**config.mk**
```make
export PLATFORM = sky130hd
export DESIGN_NAME = mips_mc_control
export DESIGN_NICKNAME = d
export VERILOG_FILES = /design/src/rtl/mips_pkg.sv /design/src/rtl/mips_mc_outdec.sv /design/src/rtl/mips_mc_control.sv
export SDC_FILE = /design/constraint.sdc
export NUM_CORES = 1
export LEC_CHECK = 0
export ABC_AREA = 1
export CAP_MARGIN = 20
export CORE_MARGIN = 2
export CORE_UTILIZATION = 40
export CTS_BUF_LIST = sky130_fd_sc_hd__clkbuf_8
export DETAILED_ROUTE_END_ITERATION = 6
export GPL_ROUTABILITY_DRIVEN = 0
export PLACE_DENSITY = 0.82
export RECOVER_POWER = 25
export SETUP_SLACK_MARGIN = 0.2
export SYNTH_ARGS = -nofsm -noshare
export SYNTH_HDL_FRONTEND = slang
export SYNTH_SLANG_ARGS = --single-unit
```
**constraint.sdc**
```tcl
create_clock -name Clk -period 1.3 [get_ports Clk]
set_input_delay 0.26 -clock Clk [delete_from_list [all_inputs] [get_ports Clk]]
set_output_delay 0.26 -clock Clk [all_outputs]
set_load 0.01 [all_outputs]
```
**src/rtl/mips_pkg.sv**
```systemverilog
// rtl/mips_pkg.sv - opcodes, state encoding and control codes for the multicycle MIPS controller
// Optional BNE support is enabled with MIPS_BNE_EN.
package mips_pkg;

  localparam logic [5:0] OP_RTYPE = 6'b000000;
  localparam logic [5:0] OP_LW    = 6'b100011;
  localparam logic [5:0] OP_SW    = 6'b101011;
  localparam logic [5:0] OP_BEQ   = 6'b000100;
  localparam logic [5:0] OP_ADDI  = 6'b001000;
  localparam logic [5:0] OP_J     = 6'b000010;
  localparam logic [5:0] OP_BNE   = 6'b000101;

  typedef enum logic [3:0] {
    S_FETCH   = 4'd0,
    S_DECODE  = 4'd1,
    S_MEMADR  = 4'd2,
    S_MEMRD   = 4'd3,
    S_MEMWB   = 4'd4,
    S_MEMWR   = 4'd5,
    S_RTYPEEX = 4'd6,
    S_ALUWB   = 4'd7,
    S_BEQEX   = 4'd8,
    S_ADDIEX  = 4'd9,
    S_ADDIWB  = 4'd10,
    S_JEX     = 4'd11
`ifdef MIPS_BNE_EN
    , S_BNEEX = 4'd12
`endif
  } state_t;

  localparam logic [1:0] ALUOP_ADD   = 2'b00;
  localparam logic [1:0] ALUOP_SUB   = 2'b01;
  localparam logic [1:0] ALUOP_FUNCT = 2'b10;

  localparam logic [1:0] ALUB_B     = 2'b00;
  localparam logic [1:0] ALUB_FOUR  = 2'b01;
  localparam logic [1:0] ALUB_IMM   = 2'b10;
  localparam logic [1:0] ALUB_IMMSH = 2'b11;

  localparam logic [1:0] PCSRC_ALU    = 2'b00;
  localparam logic [1:0] PCSRC_ALUOUT = 2'b01;
  localparam logic [1:0] PCSRC_JUMP   = 2'b10;

  typedef struct packed {
`ifdef MIPS_BNE_EN
    logic       branch_ne;
`endif
    logic       iord;
    logic       mem_write;
    logic       ir_write;
    logic       reg_dst;
    logic       mem_to_reg;
    logic       reg_write;
    logic       alu_src_a;
    logic [1:0] alu_src_b;
    logic [1:0] alu_op;
    logic [1:0] pc_src;
    logic       pc_write;
    logic       branch;
  } ctrl_t;

endpackage

```
**src/rtl/mips_mc_outdec.sv**
```systemverilog
// rtl/mips_mc_outdec.sv - Moore output decode from controller state (MIPS_BNE_EN adds BNEEX)
module mips_mc_outdec
  import mips_pkg::*;
(
  input  state_t i_state,
  input  logic   i_mem_ready,
  output ctrl_t  o_ctrl
);

  always_comb begin
    o_ctrl = '0;
    case (i_state)
      S_FETCH: begin
        o_ctrl.alu_src_b = ALUB_FOUR;
        o_ctrl.alu_op    = ALUOP_ADD;
        o_ctrl.pc_src    = PCSRC_ALU;
        // PC and IR load only on the cycle the fetch completes
        o_ctrl.ir_write  = i_mem_ready;
        o_ctrl.pc_write  = i_mem_ready;
      end
      S_DECODE: begin
        o_ctrl.alu_src_b = ALUB_IMMSH;
        o_ctrl.alu_op    = ALUOP_ADD;
      end
      S_MEMADR, S_ADDIEX: begin
        o_ctrl.alu_src_a = 1'b1;
        o_ctrl.alu_src_b = ALUB_IMM;
        o_ctrl.alu_op    = ALUOP_ADD;
      end
      S_MEMRD: o_ctrl.iord = 1'b1;
      S_MEMWB: begin
        o_ctrl.mem_to_reg = 1'b1;
        o_ctrl.reg_write  = 1'b1;
      end
      S_MEMWR: begin
        o_ctrl.iord      = 1'b1;
        o_ctrl.mem_write = 1'b1;
      end
      S_RTYPEEX: begin
        o_ctrl.alu_src_a = 1'b1;
        o_ctrl.alu_src_b = ALUB_B;
        o_ctrl.alu_op    = ALUOP_FUNCT;
      end
      S_ALUWB: begin
        o_ctrl.reg_dst   = 1'b1;
        o_ctrl.reg_write = 1'b1;
      end
      S_BEQEX: begin
        o_ctrl.alu_src_a = 1'b1;
        o_ctrl.alu_src_b = ALUB_B;
        o_ctrl.alu_op    = ALUOP_SUB;
        o_ctrl.pc_src    = PCSRC_ALUOUT;
        o_ctrl.branch    = 1'b1;
      end
`ifdef MIPS_BNE_EN
      S_BNEEX: begin
        o_ctrl.alu_src_a = 1'b1;
        o_ctrl.alu_src_b = ALUB_B;
        o_ctrl.alu_op    = ALUOP_SUB;
        o_ctrl.pc_src    = PCSRC_ALUOUT;
        o_ctrl.branch    = 1'b1;
        o_ctrl.branch_ne = 1'b1;
      end
`endif
      S_ADDIWB: o_ctrl.reg_write = 1'b1;
      S_JEX: begin
        o_ctrl.pc_src   = PCSRC_JUMP;
        o_ctrl.pc_write = 1'b1;
      end
      default: o_ctrl = '0;
    endcase
  end

endmodule

```
**src/rtl/mips_mc_control.sv**
```systemverilog
// rtl/mips_mc_control.sv - multicycle MIPS main control FSM (MIPS_BNE_EN adds BNE and BranchNe)
module mips_mc_control
  import mips_pkg::*;
#(
  parameter int MEM_WAIT = 1
) (
  input  logic       Clk,
  input  logic       Rst_n,
  input  logic [5:0] Op,
  input  logic       MemReady,
  output logic       IorD,
  output logic       MemWrite,
  output logic       IRWrite,
  output logic       RegDst,
  output logic       MemtoReg,
  output logic       RegWrite,
  output logic       AluSrcA,
  output logic [1:0] AluSrcB,
  output logic [1:0] AluOp,
  output logic [1:0] PCSrc,
  output logic       PCWrite,
  output logic       Branch,
`ifdef MIPS_BNE_EN
  output logic       BranchNe,
`endif
  output logic       IllegalOp
);

  state_t r_state;
  state_t w_next;
  logic   w_mem_rdy;
  logic   w_illegal;
  ctrl_t  w_dec;
  ctrl_t  w_ctrl;

  assign w_mem_rdy = (MEM_WAIT != 0) ? MemReady : 1'b1;

  always_ff @(posedge Clk) begin
    if (!Rst_n) r_state <= S_FETCH;
    else        r_state <= w_next;
  end

  always_comb begin
    w_next    = S_FETCH;
    w_illegal = 1'b0;
    case (r_state)
      S_FETCH:  w_next = w_mem_rdy ? S_DECODE : S_FETCH;
      S_DECODE: begin
        case (Op)
          OP_LW, OP_SW: w_next = S_MEMADR;
          OP_RTYPE:     w_next = S_RTYPEEX;
          OP_BEQ:       w_next = S_BEQEX;
          OP_ADDI:      w_next = S_ADDIEX;
          OP_J:         w_next = S_JEX;
`ifdef MIPS_BNE_EN
          OP_BNE:       w_next = S_BNEEX;
`endif
          default: begin
            w_next    = S_FETCH;
            w_illegal = 1'b1;
          end
        endcase
      end
      S_MEMADR:  w_next = (Op == OP_LW) ? S_MEMRD : S_MEMWR;
      S_MEMRD:   w_next = w_mem_rdy ? S_MEMWB : S_MEMRD;
      S_MEMWR:   w_next = w_mem_rdy ? S_FETCH : S_MEMWR;
      S_RTYPEEX: w_next = S_ALUWB;
      S_ADDIEX:  w_next = S_ADDIWB;
      default:   w_next = S_FETCH;
    endcase
  end

  mips_mc_outdec u_outdec (
    .i_state     (r_state),
    .i_mem_ready (w_mem_rdy),
    .o_ctrl      (w_dec)
  );

  // Reset masks every strobe and select combinationally, not just the state
  assign w_ctrl    = Rst_n ? w_dec : '0;
  assign IllegalOp = Rst_n & w_illegal;

  assign IorD     = w_ctrl.iord;
  assign MemWrite = w_ctrl.mem_write;
  assign IRWrite  = w_ctrl.ir_write;
  assign RegDst   = w_ctrl.reg_dst;
  assign MemtoReg = w_ctrl.mem_to_reg;
  assign RegWrite = w_ctrl.reg_write;
  assign AluSrcA  = w_ctrl.alu_src_a;
  assign AluSrcB  = w_ctrl.alu_src_b;
  assign AluOp    = w_ctrl.alu_op;
  assign PCSrc    = w_ctrl.pc_src;
  assign PCWrite  = w_ctrl.pc_write;
  assign Branch   = w_ctrl.branch;
`ifdef MIPS_BNE_EN
  assign BranchNe = w_ctrl.branch_ne;
`endif

endmodule

```
==> results by group <==
Placement
  – Cell area after placement: 970.9 um2
  – HPWL after detailed placement: 1449 um
  – Total of buffers placed on input and output ports: 24

Timing
  – Total negative setup slack: -2.090 ns
  – Tcrit/Tclk final: 115.2%
  – Final Hold Slack: 0.6682 ns
  – Actual transition at the worst max-transition pin: 0.2286 ns
  – Unrepaired setup endpoints after global routing: true
  – Max-slew violation count: 0
  – Fmax: 668.0 MHz
  – Final WS setup: -0.1971 ns
  – Tmin final: 1.497 ns
  – Final count of negative-setup-slack endpoints: 17
  – Setup skew after layout: 0.005191 ns
  – Remaining max-slew budget at the tightest pin: 84.75%
  – Endpoints failing hold: 0

Critical path
  – Highest fanout seen on the critical path: 5
  – Data arrival time of the worst path: 1.24 ns
  – Critical Path Start: r_state[1]
  – Worst-case reg-to-reg path depth: 8
  – Endpoint type of the worst setup path: output port
  – Category of the most critical setup path: flop to output port
  – Capture instance of the worst register-to-register path: r_state[0]
  – Data required time of the critical path: 1.04 ns
  – Origin of the critical flop-to-flop path: r_state[1]
  – Setup slack of the most critical reg-to-reg path: -0.01 ns
  – Kind of start point of the critical path: flop

Pwr
  – Clock network fraction of design power: 47.4%
  – Logic pwr share: 29.8%
  – Peak VDD IR: 0.0005283 V
  – Sw Share: 29.63%
  – Int Pwr: 394.2 uW
  – Static Leak: 0.0005706 uW
  – Share of total power in sequential cells: 22.8%
  – Power per Cell Area: 508.3 nW/um2
  – Psw: 166.0 uW

Synth
  – Count of unique library cells instantiated by Yosys: 19
  – Post-Synthesis Net Count: 109
  – Fraction of the yosys area taken by sequential cells: 15.06%
  – Summed instance area of the synthesized netlist: 531.8 um2
  – Post-synthesis cell count: 100
  – Warning count from the yosys run: 0
  – Register bit total from synthesis: 4
  – Mean instance size in the synthesized netlist: 5.318 um2

Global route
  – Number of global-route vias before repair: 783
  – Largest net degree at the start of global routing: 9
  – Total global routing overflow: 0
  – Number of antenna violations at the first check in global routing: 0
  – First-pass GRT wire length: 3146 um
  – Total global routing track utilization: 28.88%

Finish
  – Multi-input logic area: 526.8 um2
  – Final layout net count: 160
  – Post-Route Utilization: 86.88%
  – Fraction of layout instances using a drive strength above 1: 62.42%
  – Most frequent cells in the layout: sky130_fd_sc_hd__buf_4 (20), sky130_fd_sc_hd__nor2_1 (15), sky130_fd_sc_hd__nand2_1 (14), sky130_fd_sc_hd__buf_2 (14), sky130_fd_sc_hd__nand2_2 (10)
  – Register containing the most flip-flops in the final layout: r_state
  – Leading registers by flop count: r_state x4
  – Antenna diodes: 0
  – Most frequent standard cell in the layout excluding fill and tap cells: sky130_fd_sc_hd__buf_4
  – Largest register FFs: 4
  – Fill cell count: 73
  – Synth-to-layout area growth: 107.3%
  – Post-route design area: 1102 um2
  – Storage element area: 95.09 um2

Clock network
  – Clock Latency Late Sink: 0.22 ns
  – Max clock buf depth: 2
  – Maximum level of the CTS H-tree: 1
  – Cell at the root of the clock tree: sky130_fd_sc_hd__clkbuf_8
  – TritonCTS clock tree: yes
  – CTS clk-pin slew, worst paths: 0.03 ns
  – Number of hold buffers added after CTS: 0
  – Total clock sinks: 4
  – Total clock buffers created by CTS: 3

Routing
  – Routed length per placed instance: 14.71 um
  – # DRC: 0
  – Detailed-routing iteration count for the pre-antenna-repair pass: 4
  – Vias/cell: 5.537
  – Number of violations reported at the end of detailed-routing iteration 0: 32
  – Vias: 908
  – Routed Wire Length: 2413 um
  – Antenna-violating nets left: 0

Floorplanning
  – Ports: 25
  – Core Box Area: 1269 um2
  – Vertical die dimension: 40.46 um
  – Die Width: 40.46 um
  – Placement row count: 13
  – Die area: 1637 um2
  – Starting Density: 41.91%

Hold path
  – Hold worst-path end: r_state[0]
  – Number of cells on the worst hold path: 6
  – Worst hold start: Op[0]
  – Path type of the worst min-delay path: primary input to flop

Job
  – Max-cap viol count: 0

Status
  – Violations in the final reports: negative setup slack
  – Status: complete, but fails checks
## per-layer routing
layer  part of all wire, %  track usage, %
met1                    33           27.04
met2                    52           57.14
met3                   6.9           5.000
met4                   8.1           15.83
met5                     0               0
## what timing repair did
item | 4_1_cts | 5_1_grt
cloned | 0 | 0
gates resized for setup | 107 | 9
pin swaps | 18 | 8
setup buffers | 2 | 3
endpoints found under the setup margin | 20 | 19
## cells in the mapped netlist (all sizes together)
master	n	area, um2
nand3	12	65.06
a31oi	1	6.260
nand4	1	6.260
nor2	31	151.4
nand3b	1	7.510
a21oi	5	25.02
clkbuf	1	3.750
nor3	3	20.02
dfxtp	4	80.08
buf	1	7.510
a211oi	1	7.510
inv	13	48.80
nand2	26	102.6
## area by class of cell
| type | count | area share (%) |
|---|---|---|
| tap | 15 | 1.703 |
| timing repair buffer | 48 | 32.80 |
| inverter | 13 | 5.335 |
| sequential | 4 | 8.627 |
| clock buffer | 3 | 3.746 |
| multi-input combinational | 81 | 47.79 |
## worst max-delay path, stage by stage, from the launching register on
cell,delay (ns)
sky130_fd_sc_hd__dfxtp_4,0.39
sky130_fd_sc_hd__inv_4,0.06
sky130_fd_sc_hd__nor2_4,0.18
sky130_fd_sc_hd__nand2_2,0.09
sky130_fd_sc_hd__a31oi_2,0.15
sky130_fd_sc_hd__buf_2,0.14
## power by group through the flow
stage          clock network [uW]  registers, uW  logic [uW]
5_1_grt                       281            127         179
2_1_floorplan                   0            133        66.5
6_report                      266            128         167
4_1_cts                       258            127         147
3_3_place_gp                    0            133         149
3_5_place_dp                    0            133         154
## metrics by stage
step | std cells | setup WS, ns | power, uW
finish | 164 | -0.1971 | 560.3
CTS | 161 | -0.1641 | 532.6
detailed placement | 156 | -0.7472 | 287.1
floorplan | 100 | 0.1401 | 199.0
global placement | 156 | -0.6962 | 282.0
global route | 164 | -0.2402 | 586.7
## worst max path at each step
stage	slack, ns	endpoint	cells past startpoint
floorplan	0.14	IllegalOp	5
global placement	-0.70	IllegalOp	6
detailed placement	-0.75	IllegalOp	7
CTS	-0.16	AluSrcA	5
global route	-0.24	AluSrcA	5
finish	-0.20	AluSrcA	5
## cell families (layout without fill, tap and decap cells)
| group | after synthesis | count (layout) | share of synthesized area, % |
|---|---|---|---|
| buffers and inverters | 15 | 64 | 11.29 |
| DFF | 4 | 4 | 15.06 |
| and+or+nand+nor | 74 | 74 | 66.35 |
| AOI/OAI and AO/OA | 7 | 7 | 7.295 |
No activity file was read; power rests on OpenSTA's default activity.
